## src/rtl/sys_defs.sv

```systemverilog
// -----------------------------------------------------------------------------
// sys_defs
//   Shared core definitions: ROB geometry, physical-tag width, and the ROB
//   entry record. Imported by the reorder buffer and its retire selector.
//   No ports.
// -----------------------------------------------------------------------------
package sys_defs;

  localparam int ROB_SIZE = 32;                 // entries, power of two
  localparam int ROB_PTR  = $clog2(ROB_SIZE);   // ROB index width
  localparam int N_WAY    = 2;                  // dispatch/retire/CDB width
  localparam int PHYS_REG = 6;                  // physical tag width (64 regs)
  localparam int FL_PTR   = 5;                  // freelist pointer width
  localparam int ARCH_W   = 5;                  // architectural register index
  localparam int CNT_W    = ROB_PTR + 1;        // occupancy 0..ROB_SIZE

  typedef struct packed {
    logic [PHYS_REG-1:0] tag;
    logic [PHYS_REG-1:0] tagOld;
    logic [ARCH_W-1:0]   destArch;
    logic                complete;
  } ROB_ENTRY;

endpackage

```

## src/rtl/rob_retire_sel.sv

```systemverilog
// -----------------------------------------------------------------------------
// rob_retire_sel
//   Combinational retire selection. Looks at the head entry and the one after
//   it and decides how many retire this cycle (0..2, in order), and drives the
//   retire slots; slots that do not retire are driven to zero.
// Ports
//   head_entry_i   entry at head
//   next_entry_i   entry at head+1
//   count_i        current occupancy
//   n_retired_o    number retiring (0..2)
//   tag_o          committed tags, slot 0 older
//   tag_old_o      tags returned to the freelist, slot 0 older
//   arch_o         architectural destinations committed
// -----------------------------------------------------------------------------
module rob_retire_sel
  import sys_defs::*;
(
  input  ROB_ENTRY                        head_entry_i,
  input  ROB_ENTRY                        next_entry_i,
  input  logic [CNT_W-1:0]                count_i,
  output logic [1:0]                      n_retired_o,
  output logic [N_WAY-1:0][PHYS_REG-1:0]  tag_o,
  output logic [N_WAY-1:0][PHYS_REG-1:0]  tag_old_o,
  output logic [N_WAY-1:0][ARCH_W-1:0]    arch_o
);

  always_comb begin
    n_retired_o = 2'd0;
    tag_o       = '0;
    tag_old_o   = '0;
    arch_o      = '0;

    // Retirement is strictly in order: the second slot only retires when the
    // head retires too and a second valid, completed entry follows it.
    if (count_i != '0 && head_entry_i.complete) begin
      if (count_i == CNT_W'(1) || !next_entry_i.complete) n_retired_o = 2'd1;
      else                                                 n_retired_o = 2'd2;
    end

    if (n_retired_o != 2'd0) begin
      tag_o[0]     = head_entry_i.tag;
      tag_old_o[0] = head_entry_i.tagOld;
      arch_o[0]    = head_entry_i.destArch;
    end
    if (n_retired_o == 2'd2) begin
      tag_o[1]     = next_entry_i.tag;
      tag_old_o[1] = next_entry_i.tagOld;
      arch_o[1]    = next_entry_i.destArch;
    end
  end

endmodule

```

## src/rtl/reorder_buffer.sv

```systemverilog
// -----------------------------------------------------------------------------
// reorder_buffer
//   2-way in-order retirement queue. Dispatch allocates up to two entries per
//   cycle at the tail; CDB lanes mark entries complete; up to two completed
//   entries retire per cycle from the head, returning tagOld to the freelist.
//   A branch mispredict rolls the tail back to the branch-stack snapshot.
//   Optional build macro ROB_DEBUG_EN adds rob_head, rob_count and
//   rob_completeVec outputs plus a per-cycle print of retired tags.
// Ports
//   clk, reset_n          clock (posedge), asynchronous active-low reset
//   haz_nDispatched       instructions dispatched this cycle (0..2)
//   fl_freeRegs           new tags per slot, slot 0 older
//   map_tagOld            previous mapping per slot
//   id_destArch           architectural destination per slot
//   cdb_valid/cdb_robIdx  completion broadcast per lane
//   br_fub_pred_wrong     mispredict: squash younger than the branch
//   bs_recov_rob_tail     snapshot tail (entry after the branch)
//   rob_tail              next allocation index
//   rob_availableSlots    free entries (ROB_SIZE - count)
//   rob_nRetired          entries retiring this cycle
//   rob_retireTagOld/rob_retireTag/rob_retireArch   retire slots, slot 0 older
// -----------------------------------------------------------------------------
module reorder_buffer
  import sys_defs::*;
(
  input  logic                            clk,
  input  logic                            reset_n,
  input  logic [1:0]                      haz_nDispatched,
  input  logic [N_WAY-1:0][PHYS_REG-1:0]  fl_freeRegs,
  input  logic [N_WAY-1:0][PHYS_REG-1:0]  map_tagOld,
  input  logic [N_WAY-1:0][ARCH_W-1:0]    id_destArch,
  input  logic [N_WAY-1:0]                cdb_valid,
  input  logic [N_WAY-1:0][ROB_PTR-1:0]   cdb_robIdx,
  input  logic                            br_fub_pred_wrong,
  input  logic [ROB_PTR-1:0]              bs_recov_rob_tail,
  output logic [ROB_PTR-1:0]              rob_tail,
  output logic [CNT_W-1:0]                rob_availableSlots,
  output logic [1:0]                      rob_nRetired,
  output logic [N_WAY-1:0][PHYS_REG-1:0]  rob_retireTagOld,
  output logic [N_WAY-1:0][PHYS_REG-1:0]  rob_retireTag,
  output logic [N_WAY-1:0][ARCH_W-1:0]    rob_retireArch
`ifdef ROB_DEBUG_EN
  ,
  output logic [ROB_PTR-1:0]              rob_head,
  output logic [CNT_W-1:0]                rob_count,
  output logic [ROB_SIZE-1:0]             rob_completeVec
`endif
);

  ROB_ENTRY             rob_q [ROB_SIZE];
  logic [ROB_PTR-1:0]   head_q, head_d;
  logic [ROB_PTR-1:0]   tail_q, tail_d;
  logic [CNT_W-1:0]     count_q, count_d;
  logic [ROB_PTR-1:0]   head_p1;
  logic [1:0]           disp_n;

  assign head_p1 = head_q + ROB_PTR'(1);

  rob_retire_sel u_retire_sel (
    .head_entry_i (rob_q[head_q]),
    .next_entry_i (rob_q[head_p1]),
    .count_i      (count_q),
    .n_retired_o  (rob_nRetired),
    .tag_o        (rob_retireTag),
    .tag_old_o    (rob_retireTagOld),
    .arch_o       (rob_retireArch)
  );

  // Dispatch handshake: there is no ready back to dispatch. The producer may
  // present haz_nDispatched entries only when that number is no larger than
  // rob_availableSlots + rob_nRetired of the same cycle; the entries are
  // accepted unconditionally at the next posedge unless a mispredict is
  // signalled that cycle, in which case dispatch is discarded.
  always_comb begin
    disp_n  = br_fub_pred_wrong ? 2'd0 : haz_nDispatched;
    head_d  = head_q + ROB_PTR'(rob_nRetired);
    tail_d  = tail_q + ROB_PTR'(disp_n);
    count_d = count_q + CNT_W'(disp_n) - CNT_W'(rob_nRetired);
    // A snapshot equal to the current tail squashes nothing; that case must
    // keep the plain count because the modular distance would read 0 when full.
    if (br_fub_pred_wrong && bs_recov_rob_tail != tail_q) begin
      tail_d  = bs_recov_rob_tail;
      count_d = CNT_W'(ROB_PTR'(bs_recov_rob_tail - head_d));
    end
  end

  always_ff @(posedge clk or negedge reset_n) begin
    if (!reset_n) begin
      head_q  <= '0;
      tail_q  <= '0;
      count_q <= '0;
      for (int i = 0; i < ROB_SIZE; i++) rob_q[i] <= '0;
    end else begin
      head_q  <= head_d;
      tail_q  <= tail_d;
      count_q <= count_d;
      for (int i = 0; i < N_WAY; i++) begin
        if (cdb_valid[i]) rob_q[cdb_robIdx[i]].complete <= 1'b1;
      end
      // Written after the CDB update so a stale broadcast aimed at a freshly
      // allocated index loses to the dispatch clear.
      for (int i = 0; i < N_WAY; i++) begin
        if (2'(i) < disp_n) begin
          rob_q[tail_q + ROB_PTR'(i)] <= '{tag:      fl_freeRegs[i],
                                           tagOld:   map_tagOld[i],
                                           destArch: id_destArch[i],
                                           complete: 1'b0};
        end
      end
    end
  end

  assign rob_tail           = tail_q;
  assign rob_availableSlots = CNT_W'(ROB_SIZE) - count_q;

  dispatch_legal: assert property (@(posedge clk) disable iff (!reset_n)
    !br_fub_pred_wrong |-> (haz_nDispatched <= 2'd2 &&
      (CNT_W+1)'(haz_nDispatched) <=
      (CNT_W+1)'(rob_availableSlots) + (CNT_W+1)'(rob_nRetired)));

`ifdef ROB_DEBUG_EN
  assign rob_head  = head_q;
  assign rob_count = count_q;
  always_comb begin
    rob_completeVec = '0;
    for (int i = 0; i < ROB_SIZE; i++) rob_completeVec[i] = rob_q[i].complete;
  end
  always_ff @(posedge clk) begin
    if (reset_n && rob_nRetired != 2'd0)
      $display("rob retire n=%0d tag0=%0d old0=%0d tag1=%0d old1=%0d",
               rob_nRetired, rob_retireTag[0], rob_retireTagOld[0],
               rob_retireTag[1], rob_retireTagOld[1]);
  end
`endif

endmodule

```

## config.mk

```make
export PLATFORM = sky130hd
export DESIGN_NAME = reorder_buffer
export DESIGN_NICKNAME = d
export VERILOG_FILES = /design/src/rtl/sys_defs.sv /design/src/rtl/rob_retire_sel.sv /design/src/rtl/reorder_buffer.sv
export SDC_FILE = /design/constraint.sdc
export NUM_CORES = 2
export LEC_CHECK = 0
export ABC_AREA = 1
export ABC_CLOCK_PERIOD_IN_PS = 6400
export CAP_MARGIN = 20
export CORE_AREA = 2 2 296 298
export DETAILED_ROUTE_END_ITERATION = 6
export DIE_AREA = 0 0 298 300
export PLACE_DENSITY_LB_ADDON = 0.25
export RECOVER_POWER = 100
export REMOVE_ABC_BUFFERS = 1
export SYNTH_ARGS = -nofsm -noshare
export SYNTH_HDL_FRONTEND = slang
export SYNTH_SLANG_ARGS = --single-unit
export TNS_END_PERCENT = 20
```

## constraint.sdc

```tcl
create_clock -name clk -period 6.4 [get_ports clk]
set_input_delay 1.28 -clock clk [delete_from_list [all_inputs] [get_ports clk]]
set_output_delay 1.28 -clock clk [all_outputs]
set_load 0.03 [all_outputs]
```

==> out/metrics.yaml <==
cells_and_area:
  layout-area-overhead-vs-synth_pct: 10.35
  nets: 5549
  drive_gt1_share_pct: 5.180
  postLayoutCellArea_sq_um: 42410
  utilization_pct: 49.19
cts:
  hold_buffers: 0
  cts_num_sinks: 592
  post_cts_resize_count: 0
  root_buffer: "clkbuf_16"
  cts-buffers-inserted: 73
  h-tree-depth: 3
  clk_pin_slew_ps: 60
  cts_tree: "yes"
  clk_path_buf_depth: 3
  clock_latency_ps: 660
  postCtsSetupRepairBufs: 0
route:
  via_count: 42629
  detail-route-antenna-nets: 0
  drt_iter0_drc: 7369
  drt_first_pass_iters: 7
  routed_wirelength_um: 179700
  drc: 1
  avgRoutedWirePerCell_um: 26.91
  vias_per_cell: 6.382
placement:
  dp_hpwl_um: 113000
  io_buffers: 102
  postPlaceCellArea_sq_um: 40250
  gp_congestion: 0.9921
sta:
  max_freq_mhz: 166.7
  relSlewSlack_pct: -224.3
  whs_ps: 524.7
  final.setup_skew_ps: 28.20
  hold_viol_final: 0
  rsz0062_at_grt: "false"
  fin_crit_ps: 6000
  finalSetupViolations: 0
  period_share_pct: 93.75
  tightest_slew_ps: 4864
  slew_viol_final: 674
global_route:
  antenna_found_initial: 11
  met3_usage_pct: 12.42
  grt_first_pass_wirelength_um: 260200
  met2_usage_pct: 54.99
  grtUsageMet1_pct: 53.19
  grt.busiest_layer: "met2"
  overflow: 0
  grt_pass1_vias: 37798
  gr-usage-all-layers_pct: 39.09
  grt_max_degree: 156
floorplan:
  io_pins: 103
  rows: 108
  die_h_um: 300
  die_area_sq_um: 89400
  die_x_um: 298
  initial_core_util_pct: 44.58
  core_sq_um: 86210
pwr:
  internal_power_mw: 13.28
  p_clk_share_pct: 15.4
  p_leak_nw: 19.15
  seqPwrFrac_pct: 24.9
  vdd_drop_max_mv: 0.5687
  switching_power_mw: 14.76
  switching_share_pct: 52.63
  p_per_area_nw_per_um2: 661.2
  p_comb_share_pct: 59.7
synthesis:
  ys.flop_type: "dfrtp_1"
  synth_cells: 5659
  ys_seq_area_share_pct: 38.54
  synth_edf_count: 0
  ys_types: 40
  synth_top_area_share_pct: 38.54
  syn_area_per_cell_sq_um: 6.792
  syn_area_sq_um: 38440
  synthTopCellsByArea: "dfrtp_1 (39%), nand2_1 (14%), o21ai_0 (11%)"
  synth_area_leader_cell: "dfrtp_1"
  synth-seq-cells: 592
  ys.warnings.count: 0
  synthArstFlopShare_pct: 100.0
worst_setup_path:
  critPathRequiredTime_ps: 5120
  crit_arrival_ps: 4720
  worstSetupPathType: "reg -> out"
  end_kind: "output port"
  crit_path_start_kind: "flip-flop"
  crit_fanout: 69
status:
  outcome: "complete, but fails checks"
  failed_checks: "DRC, capacitance limit, slew limit"
worst_hold_path:
  min_path_type: "reg -> reg"
job:
  maxCapViolCount: 21
[cells in the mapped netlist, types with 6 or more instances]
cell type  count
ha_1          20
nor3_1        23
nand2_1     1461
o21ai_0      859
nor2_4         7
nor2_2        14
a21oi_1      568
nor2_1       153
nand3_1      519
xor2_1        17
and3_1         8
a221oi_1       8
dfrtp_1      592
o221ai_1       6
o21ai_1      136
nand2_2       10
inv_2         26
buf_4          9
clkinv_1       7
o22ai_1      129
nand4_1        6
buf_1         42
inv_1        359
clkbuf_1     311
buf_2        140
o211ai_1     192
[power groups by stage]
stage,Combinational (mW),Sequential [mW],Clock [mW]
2_1_floorplan,9.74,6.83,0
3_3_place_gp,16.1,6.91,0
3_5_place_dp,16.3,6.92,0
4_1_cts,16.4,6.89,4.33
5_1_grt,18.0,7.15,4.47
6_report,16.7,6.98,4.32
[metrics by stage]
| stage | worst slack [ps] | setup TNS, ps | std cells | total power, mW |
|---|---|---|---|---|
| 2_1_floorplan | -26280 | -1218810 | 5157 | 16.57 |
| 3_3_place_gp | 1438 | 0 | 6542 | 23.02 |
| 3_5_place_dp | 1433 | 0 | 6546 | 23.25 |
| 4_1_cts | 816.9 | 0 | 6674 | 27.61 |
| 5_1_grt | 383.2 | 0 | 6676 | 29.64 |
| 6_report | 399.9 | 0 | 6680 | 28.04 |
[critical path: stages, from the launching register on]
cell           delay [ps]
dfrtp_4               660
inv_6                 590
clkbuf_2              710
a21oi_1                80
o21ai_0               110
nand3_1               140
nand3_1               200
nand2_1               130
o21ai_0               300
nand2_1               190
nor2_1                120
dlygate4sd3_1         760
[cell usage in the layout, fill, tap and decap left out, types with 95 or more instances in the layout]
cell type,instances
a21oi_1,568
buf_4,95
dfrtp_1,589
inv_1,364
nand2_1,1465
nand3_1,519
nor2_1,163
o211ai_1,192
o21ai_0,988
o22ai_1,129
[metal layers]
metal  up-vias  routed length, um
met5         -                 51
met4         6              11440
met3       678              27200
met2      3274              72870
met1     19924              68190
li1      18747                  -
[cell type report]
class	instances	area [sq um]
Timing Repair Buffer	236	2160
Tap cell	1155	1445
Clock inverter	16	167.7
Fill cell	8832	43800
Sequential cell	592	14820
Clock buffer	112	2258
Inverter	392	1489
Antenna cell	4	10.01
Multi-Input combinational cell	4173	20060
[cell families after synthesis]
logic type	synth area share, %
AOI/OAI and AO/OA	26.75
xor gates and xnor gates	0.5436
adders and majority gates	0.9115
buffers and inverters	9.274
DFF	38.54
and+or+nand+nor	23.98
[flip-flops by register name (all words and copies together), names as in the netlist]
signal / count
count_q: 6
rob_tail: 5
head_q: 5
rob_q: 576
[worst paths after layout]
check	endpoint	depth (start not counted)	slack, ps	start
worst min register to register	rob_q[54]	2	520	rob_q[54]
min in group asynchronous	rob_q[141]	1	2390	reset_n
max in group asynchronous	rob_q[281]	1	1250	reset_n
worst max-delay path	rob_retireTagOld[2]	11	400	head_q[1]
worst max register to register	count_q[4]	20	1310	head_q[1]
worst min-delay path	rob_q[54]	2	520	rob_q[54]
Power figures use the tool's default switching activity.
